`config.mk`:
```
export PLATFORM = sky130hd
export DESIGN_NAME = ram_init_sequencer
export DESIGN_NICKNAME = d
export VERILOG_FILES = /design/src/rtl/ram_init_pkg.sv /design/src/rtl/ram_init_checker.sv /design/src/rtl/ram_init_sequencer.sv
export SDC_FILE = /design/constraint.sdc
export NUM_CORES = 1
export LEC_CHECK = 0
export ABC_AREA = 1
export CORE_MARGIN = 2
export CORE_UTILIZATION = 43
export CTS_BUF_LIST = sky130_fd_sc_hd__clkbuf_8
export CTS_CLUSTER_SIZE = 10
export DETAILED_ROUTE_END_ITERATION = 7
export HOLD_SLACK_MARGIN = 0.15
export PLACE_DENSITY = 0.79
export SLEW_MARGIN = 20
export SYNTH_ARGS = -nofsm -noshare
export SYNTH_HDL_FRONTEND = slang
export SYNTH_SLANG_ARGS = --single-unit
```
`constraint.sdc`:
```
create_clock -name i_clk -period 2.5 [get_ports i_clk]
set_clock_uncertainty 0.2 [all_clocks]
set_input_delay 0.625 -clock i_clk [delete_from_list [all_inputs] [get_ports i_clk]]
set_output_delay 0.625 -clock i_clk [all_outputs]
set_load 0.03 [all_outputs]
```
`src/rtl/ram_init_pkg.sv`:
```
// Shared state encoding and sizing helper for the RAM initialisation sequencer.
package ram_init_pkg;

   typedef enum logic [2:0] {
      ST_IDLE    = 3'd0,
      ST_WRITE   = 3'd1,
      ST_W_DRAIN = 3'd2,
      ST_VERIFY  = 3'd3,
      ST_V_DRAIN = 3'd4,
      ST_DONE    = 3'd5
   } state_t;

   localparam int DEF_N_ENTRIES = 32;

   // Width of a counter that must be able to hold the value n_entries.
   function automatic int idx_width(input int n_entries);
      return $clog2(n_entries + 1);
   endfunction

endpackage

```
`src/rtl/ram_init_checker.sv`:
```
// Readback checker: pairs each RAM read with its index one cycle later and
// latches the first ROM/RAM mismatch of a run.
module ram_init_checker #(
   parameter int AW = 5,
   parameter int DW = 8
) (
   input  logic          i_clk,
   input  logic          i_reset,
   input  logic          i_clr,
   input  logic          i_flush,
   input  logic          i_rd_en,
   input  logic [AW-1:0] i_rd_idx,
   input  logic [DW-1:0] i_rom_data,
   input  logic [DW-1:0] i_ram_rdata,
   output logic          o_err,
   output logic [AW-1:0] o_err_idx
);

   logic          r_cmp_vld_p1;
   logic [AW-1:0] r_cmp_idx_p1;
   logic          r_err;
   logic [AW-1:0] r_err_idx;
   logic          w_miss;

   // Read data returns one cycle after the request; a cancelled run drops the read in flight.
   always_ff @(posedge i_clk) begin
      if (i_reset || i_flush) r_cmp_vld_p1 <= 1'b0;
      else                    r_cmp_vld_p1 <= i_rd_en;
   end

   // Index travelling alongside the returning read data.
   always_ff @(posedge i_clk) begin
      if (i_rd_en) r_cmp_idx_p1 <= i_rd_idx;
   end

   assign w_miss = r_cmp_vld_p1 && (i_rom_data != i_ram_rdata);

   // Sticky error: only the first mismatch since the last accepted start is recorded.
   always_ff @(posedge i_clk) begin
      if (i_reset || i_clr) begin
         r_err     <= 1'b0;
         r_err_idx <= '0;
      end else if (w_miss && !r_err) begin
         r_err     <= 1'b1;
         r_err_idx <= r_cmp_idx_p1;
      end
   end

   assign o_err     = r_err;
   assign o_err_idx = r_err_idx;

endmodule

```
`src/rtl/ram_init_sequencer.sv`:
```
// RAM initialisation sequencer: copies N_ENTRIES ROM words into RAM, one per
// cycle, then optionally reads everything back and compares it with the ROM.
module ram_init_sequencer
   import ram_init_pkg::*;
#(
   parameter int N_ENTRIES = DEF_N_ENTRIES,
   parameter int AW        = 5,
   parameter int DW        = 8,
   parameter int VERIFY    = 1
) (
   input  logic          i_clk,
   input  logic          i_reset,
   input  logic          i_start,
   input  logic          i_abort,
   output logic          o_rom_en,
   output logic [AW-1:0] o_rom_addr,
   input  logic [DW-1:0] i_rom_data,
   output logic          o_rom_to_ram,
   output logic          o_ram_we,
   output logic [AW-1:0] o_ram_waddr,
   output logic [DW-1:0] o_ram_wdata,
   output logic          o_ram_re,
   output logic [AW-1:0] o_ram_raddr,
   input  logic [DW-1:0] i_ram_rdata,
   output logic          o_busy,
   output logic          o_done,
   output logic          o_err,
   output logic [AW-1:0] o_err_idx
);

   localparam int               IDX_W     = idx_width(N_ENTRIES);
   localparam logic [IDX_W-1:0] LAST_IDX  = IDX_W'(N_ENTRIES - 1);
   localparam logic [AW-1:0]    LAST_ADDR = AW'(N_ENTRIES - 1);

   state_t           r_state;
   state_t           w_next;
   logic [IDX_W-1:0] r_idx;
   logic             w_idx_last;
   logic             w_start_ok;
   logic             w_abort_run;
   logic [AW-1:0]    w_idx_addr;
   logic [AW-1:0]    w_idx_prev;

   assign w_idx_last  = (r_idx == LAST_IDX);
   assign w_idx_addr  = AW'(r_idx);
   assign w_idx_prev  = AW'(r_idx - IDX_W'(1));
   assign w_start_ok  = (r_state == ST_IDLE) && i_start;
   assign w_abort_run = (r_state != ST_IDLE) && i_abort;

   // State register.
   always_ff @(posedge i_clk) begin
      if (i_reset) r_state <= ST_IDLE;
      else         r_state <= w_next;
   end

   // Index counter: zero on entry to every state, counts up while the state is held.
   always_ff @(posedge i_clk) begin
      if (i_reset || (r_state == ST_IDLE) || (w_next != r_state)) r_idx <= '0;
      else                                                       r_idx <= r_idx + IDX_W'(1);
   end

   // Next-state decode; abort overrides everything once a run is under way.
   always_comb begin
      w_next = r_state;
      case (r_state)
         ST_IDLE:    if (i_start)    w_next = ST_WRITE;
         ST_WRITE:   if (w_idx_last) w_next = ST_W_DRAIN;
         ST_W_DRAIN: w_next = (VERIFY != 0) ? ST_VERIFY : ST_DONE;
         ST_VERIFY:  if (w_idx_last) w_next = ST_V_DRAIN;
         ST_V_DRAIN: w_next = ST_DONE;
         ST_DONE:    w_next = ST_IDLE;
         default:    w_next = ST_IDLE;
      endcase
      if (w_abort_run) w_next = ST_IDLE;
   end

   // Output decode from registered state and index only; RAM writes lag ROM reads by one.
   always_comb begin
      o_rom_en     = 1'b0;
      o_rom_addr   = '0;
      o_rom_to_ram = 1'b0;
      o_ram_we     = 1'b0;
      o_ram_waddr  = '0;
      o_ram_re     = 1'b0;
      o_ram_raddr  = '0;
      o_done       = 1'b0;
      case (r_state)
         ST_WRITE: begin
            o_rom_en     = 1'b1;
            o_rom_addr   = w_idx_addr;
            o_rom_to_ram = 1'b1;
            if (r_idx != '0) begin
               o_ram_we    = 1'b1;
               o_ram_waddr = w_idx_prev;
            end
         end
         ST_W_DRAIN: begin
            o_rom_to_ram = 1'b1;
            o_ram_we     = 1'b1;
            o_ram_waddr  = LAST_ADDR;
         end
         ST_VERIFY: begin
            o_rom_en    = 1'b1;
            o_rom_addr  = w_idx_addr;
            o_ram_re    = 1'b1;
            o_ram_raddr = w_idx_addr;
         end
         ST_DONE: o_done = 1'b1;
         default: ;
      endcase
   end

   assign o_busy      = (r_state != ST_IDLE);
   assign o_ram_wdata = o_ram_we ? i_rom_data : '0;

   ram_init_checker #(
      .AW (AW),
      .DW (DW)
   ) u_checker (
      .i_clk       (i_clk),
      .i_reset     (i_reset),
      .i_clr       (w_start_ok),
      .i_flush     (w_abort_run),
      .i_rd_en     (o_ram_re),
      .i_rd_idx    (o_ram_raddr),
      .i_rom_data  (i_rom_data),
      .i_ram_rdata (i_ram_rdata),
      .o_err       (o_err),
      .o_err_idx   (o_err_idx)
   );

endmodule

```
==> flow_summary.ini <==
[routing]
drt_iter0_markers = 46
drt-vias-per-instance = 4.986
wirelength_mm = 4.062
antenna_left = 0
drcViolationCount = 0
wire_per_inst_microns = 13.72
first_pass_iters = 4
vias = 1476

[placement]
port_buffers = 54
dpl.hpwl_mm = 2.818
place_inst = 286
place_congestion = 0.8469

[die]
pin_count = 55
rows = 19
fp.dieH_microns = 58.29
dieArea_sq_mm = 0.003398
start_util_pct = 45.57
coreArea_sq_mm = 0.002781
dieWidth_microns = 58.29

[global_route]
antenna_found_initial = 0
groute.usage.overall_pct = 23.61
grt_remaining_overflow = 0
grt_first_pass_wirelength_mm = 6.058
grt_max_degree = 13
grt_pass1_vias = 1410

[worst_setup_path]
ff2ff_setup_slack_ns = 0.53
ff2ff_path_depth = 11
cp-endpoint = o_ram_waddr[2]
critPathArrivalTime_ns = 1.68
slowest_stage = dfxtp_2
cp-end-kind = output pin
path_cells = inv_2 -> ha_4 -> nand3_4 -> nor2_4 -> nand2_2 -> a21oi_4 -> buf_6 -> buf_8 -> a21oi_2 -> buf_6
cp_max_fo = 5
start_kind = flip-flop
cp.required_ns = 1.67
r2r_start = r_idx[1]$_SDFF_PP0_
reg2reg_to = r_idx[2]$_SDFF_PP0_
crit_path_start = r_idx[0]$_SDFF_PP0_
crit_top_cell = buf_6
criticalPathCategory = reg -> out
cp_slowest_stage_delay_ns = 0.33

[cells_and_area]
finalNetCount = 288
syn_to_final_growth_pct = 78.18
diodes = 0
n_fill_cell = 181
stdcell_count = 296
drive_gt1_share_pct = 40.75
post-route-util_pct = 81.20

[synthesis]
synthCells = 175
yosysMostFrequentCell = nor2_1
yosysTopAreaCell = dfxtp_1
yosys.cell_types.count = 25
ys_warn_count = 0
yosysTopAreaCellShare_pct = 25.27
async_reset_ff_share_pct = 0
netlist_top_cells_area = dfxtp_1 25%, edfxtp_1 12%, nor2_1 8.6%, inv_1 7.1%, xnor2_1 6.9%
synth.avg_cell_area_sq_um = 7.243
syn_nets = 197
synth_edf_count = 5
synth_ff_type = dfxtp_1
netlist_area_sq_mm = 0.001267
ys_ff_latch = 21
synthTopCellsByCount = 29 x nor2_1, 24 x inv_1, 22 x nand2_1
ys_seq_area_share_pct = 37.12

[cts]
htreeDepth = 1
cts_root_buf = clkbuf_8
cts_buffers = 3
cts_tree = built
path_clk_slew_ns = 0.07
clock-sinks = 21
clk_latency_ns = 0.27
hold_buffers = 0
clk_path_buf_depth = 2

[pwr]
ir_drop_uv = 565.5
power_density_mw_per_mm2 = 332.5
p_leak_nw = 0.9934

[timing]
fin_crit_sh_pct = 100.4
max_freq_ghz = 0.3986
slew_violations = 0
rsz0062_at_grt = yes
final_hold_viol_count = 0
relSlewSlack_pct = 76.34
period_needed_ns = 2.509
setup_ws_ns = -0.008750
final-setup-viol-count = 5
tightest_slew_ns = 0.3564

[min_path]
hp-start = u_checker.o_err_idx[4]$_SDFFE_PP0P_
hold_class = reg -> reg

[run_status]
violations = setup timing
status = finished, violations left

[run]
drv_cap = 0
worst max-delay path: cells and delay by family (launching register included):
kind | cells | cell delay (ns)
AO/OA/AOI/OAI | 2 | 0.21
adder cells (fa/ha/maj) | 1 | 0.15
buffers and inverters | 4 | 0.47
flip-flops | 1 | 0.33
AND/OR/NAND/NOR | 3 | 0.25
power breakdown:
part | switching, mW | internal (mW)
clock | 0.115 | 0.111
combinational | 0.0893 | 0.0861
sequential | 0.00168 | 0.348
total | 0.206 | 0.545
kinds of logic (layout without fill, tap and decap cells):
kind of cell             Yosys count  count (layout)  share of synthesized area (%)
buffers and inverters             32             122                          9.575
adder cells (fa/ha/maj)            2               2                          1.974
XOR/XNOR                          14              14                          9.674
flip-flops                        21              21                          37.12
AND/OR/NAND/NOR                   89              89                          34.65
AO/OA/AOI/OAI                     17              17                          7.009
cell usage in the layout (no fill, tap or decap):
master            n
o21ai_0           2
nand3_2           2
o21ai_1           1
dfxtp_2           2
a21oi_4           2
nand2_1          21
dfxtp_1          14
ha_1              1
nand3_1           6
ha_4              1
xnor2_1          10
nand2_2           8
a21oi_2           3
inv_1            21
edfxtp_1          5
or2_1             2
nor2_2           20
clkbuf_8          3
a21oi_1           7
xor2_1            4
nor3_1            4
buf_4            33
nor2_1           17
clkdlybuf4s50_1  26
o31ai_1           1
nand4_1           5
buf_8             1
inv_2             9
a31oi_1           1
buf_6            19
nor2_4            2
dlygate4sd2_1     9
nand3_4           2
clkinv_2          1
metrics by stage:
stage / cell area (sq um) / hold slack [ns] / setup TNS (ns) / total power [mW] / setup WS [ns]
floorplan: 1267 / 0.2509 / -0.02668 / 0.4356 / -0.01334
global placement: 2023 / 0.2497 / -1.379 / 0.5123 / -0.2196
detailed placement: 2023 / 0.2526 / -1.547 / 0.5141 / -0.2625
CTS: 2161 / 0.2642 / -0.5103 / 0.7470 / -0.1156
global route: 2258 / 0.2907 / -0.7333 / 0.7834 / -0.07656
finish: 2258 / 0.2593 / -0.02387 / 0.7510 / -0.008750
metal layers:
layer / wire length, microns / track usage [%]
met4: 134 / 11.63
met2: 2195 / 41.09
met3: 200 / 6.593
met1: 1531 / 26.33
met5: 0 / 0
cell type report:
type	count	area [sq um]	area share, %
repair buffers	88	815.8	36.12
inverters	30	112.6	4.986
multi-input cells	122	772.0	34.18
flip-flops and latches	21	473.0	20.94
clock inverters	1	5.005	0.2216
well taps	31	38.79	1.717
clock buffers	3	41.29	1.828
timing repair:
item | 4_1_cts | 5_1_grt
setup endpoints to repair | 23 | 19
pin swaps | 4 | 3
endpoints found under the hold margin | 0 | 0
buffers inserted | 3 | 2
cloned | 1 | 0
gates resized for setup | 94 | 22
sequential cells by signal, summed over array words and instances (netlist names):
register / cells
r_idx: 6
r_state: 3
u_checker.o_err: 1
u_checker.o_err_idx: 5
u_checker.r_cmp_idx_p1: 5
u_checker.r_cmp_vld_p1: 1
how the worst min path moves through the flow:
stage          slack, ns                                   to  depth (start not counted)
6_report            0.26  u_checker.o_err_idx[4]$_SDFFE_PP0P_                          2
5_1_grt             0.29  u_checker.o_err_idx[2]$_SDFFE_PP0P_                          2
4_1_cts             0.26  u_checker.o_err_idx[4]$_SDFFE_PP0P_                          2
3_5_place_dp        0.25  u_checker.o_err_idx[4]$_SDFFE_PP0P_                          2
3_3_place_gp        0.25  u_checker.o_err_idx[3]$_SDFFE_PP0P_                          2
2_1_floorplan       0.25                  r_idx[0]$_SDFF_PP0_                          1
Note: power is estimated with default switching activity, not from simulation.
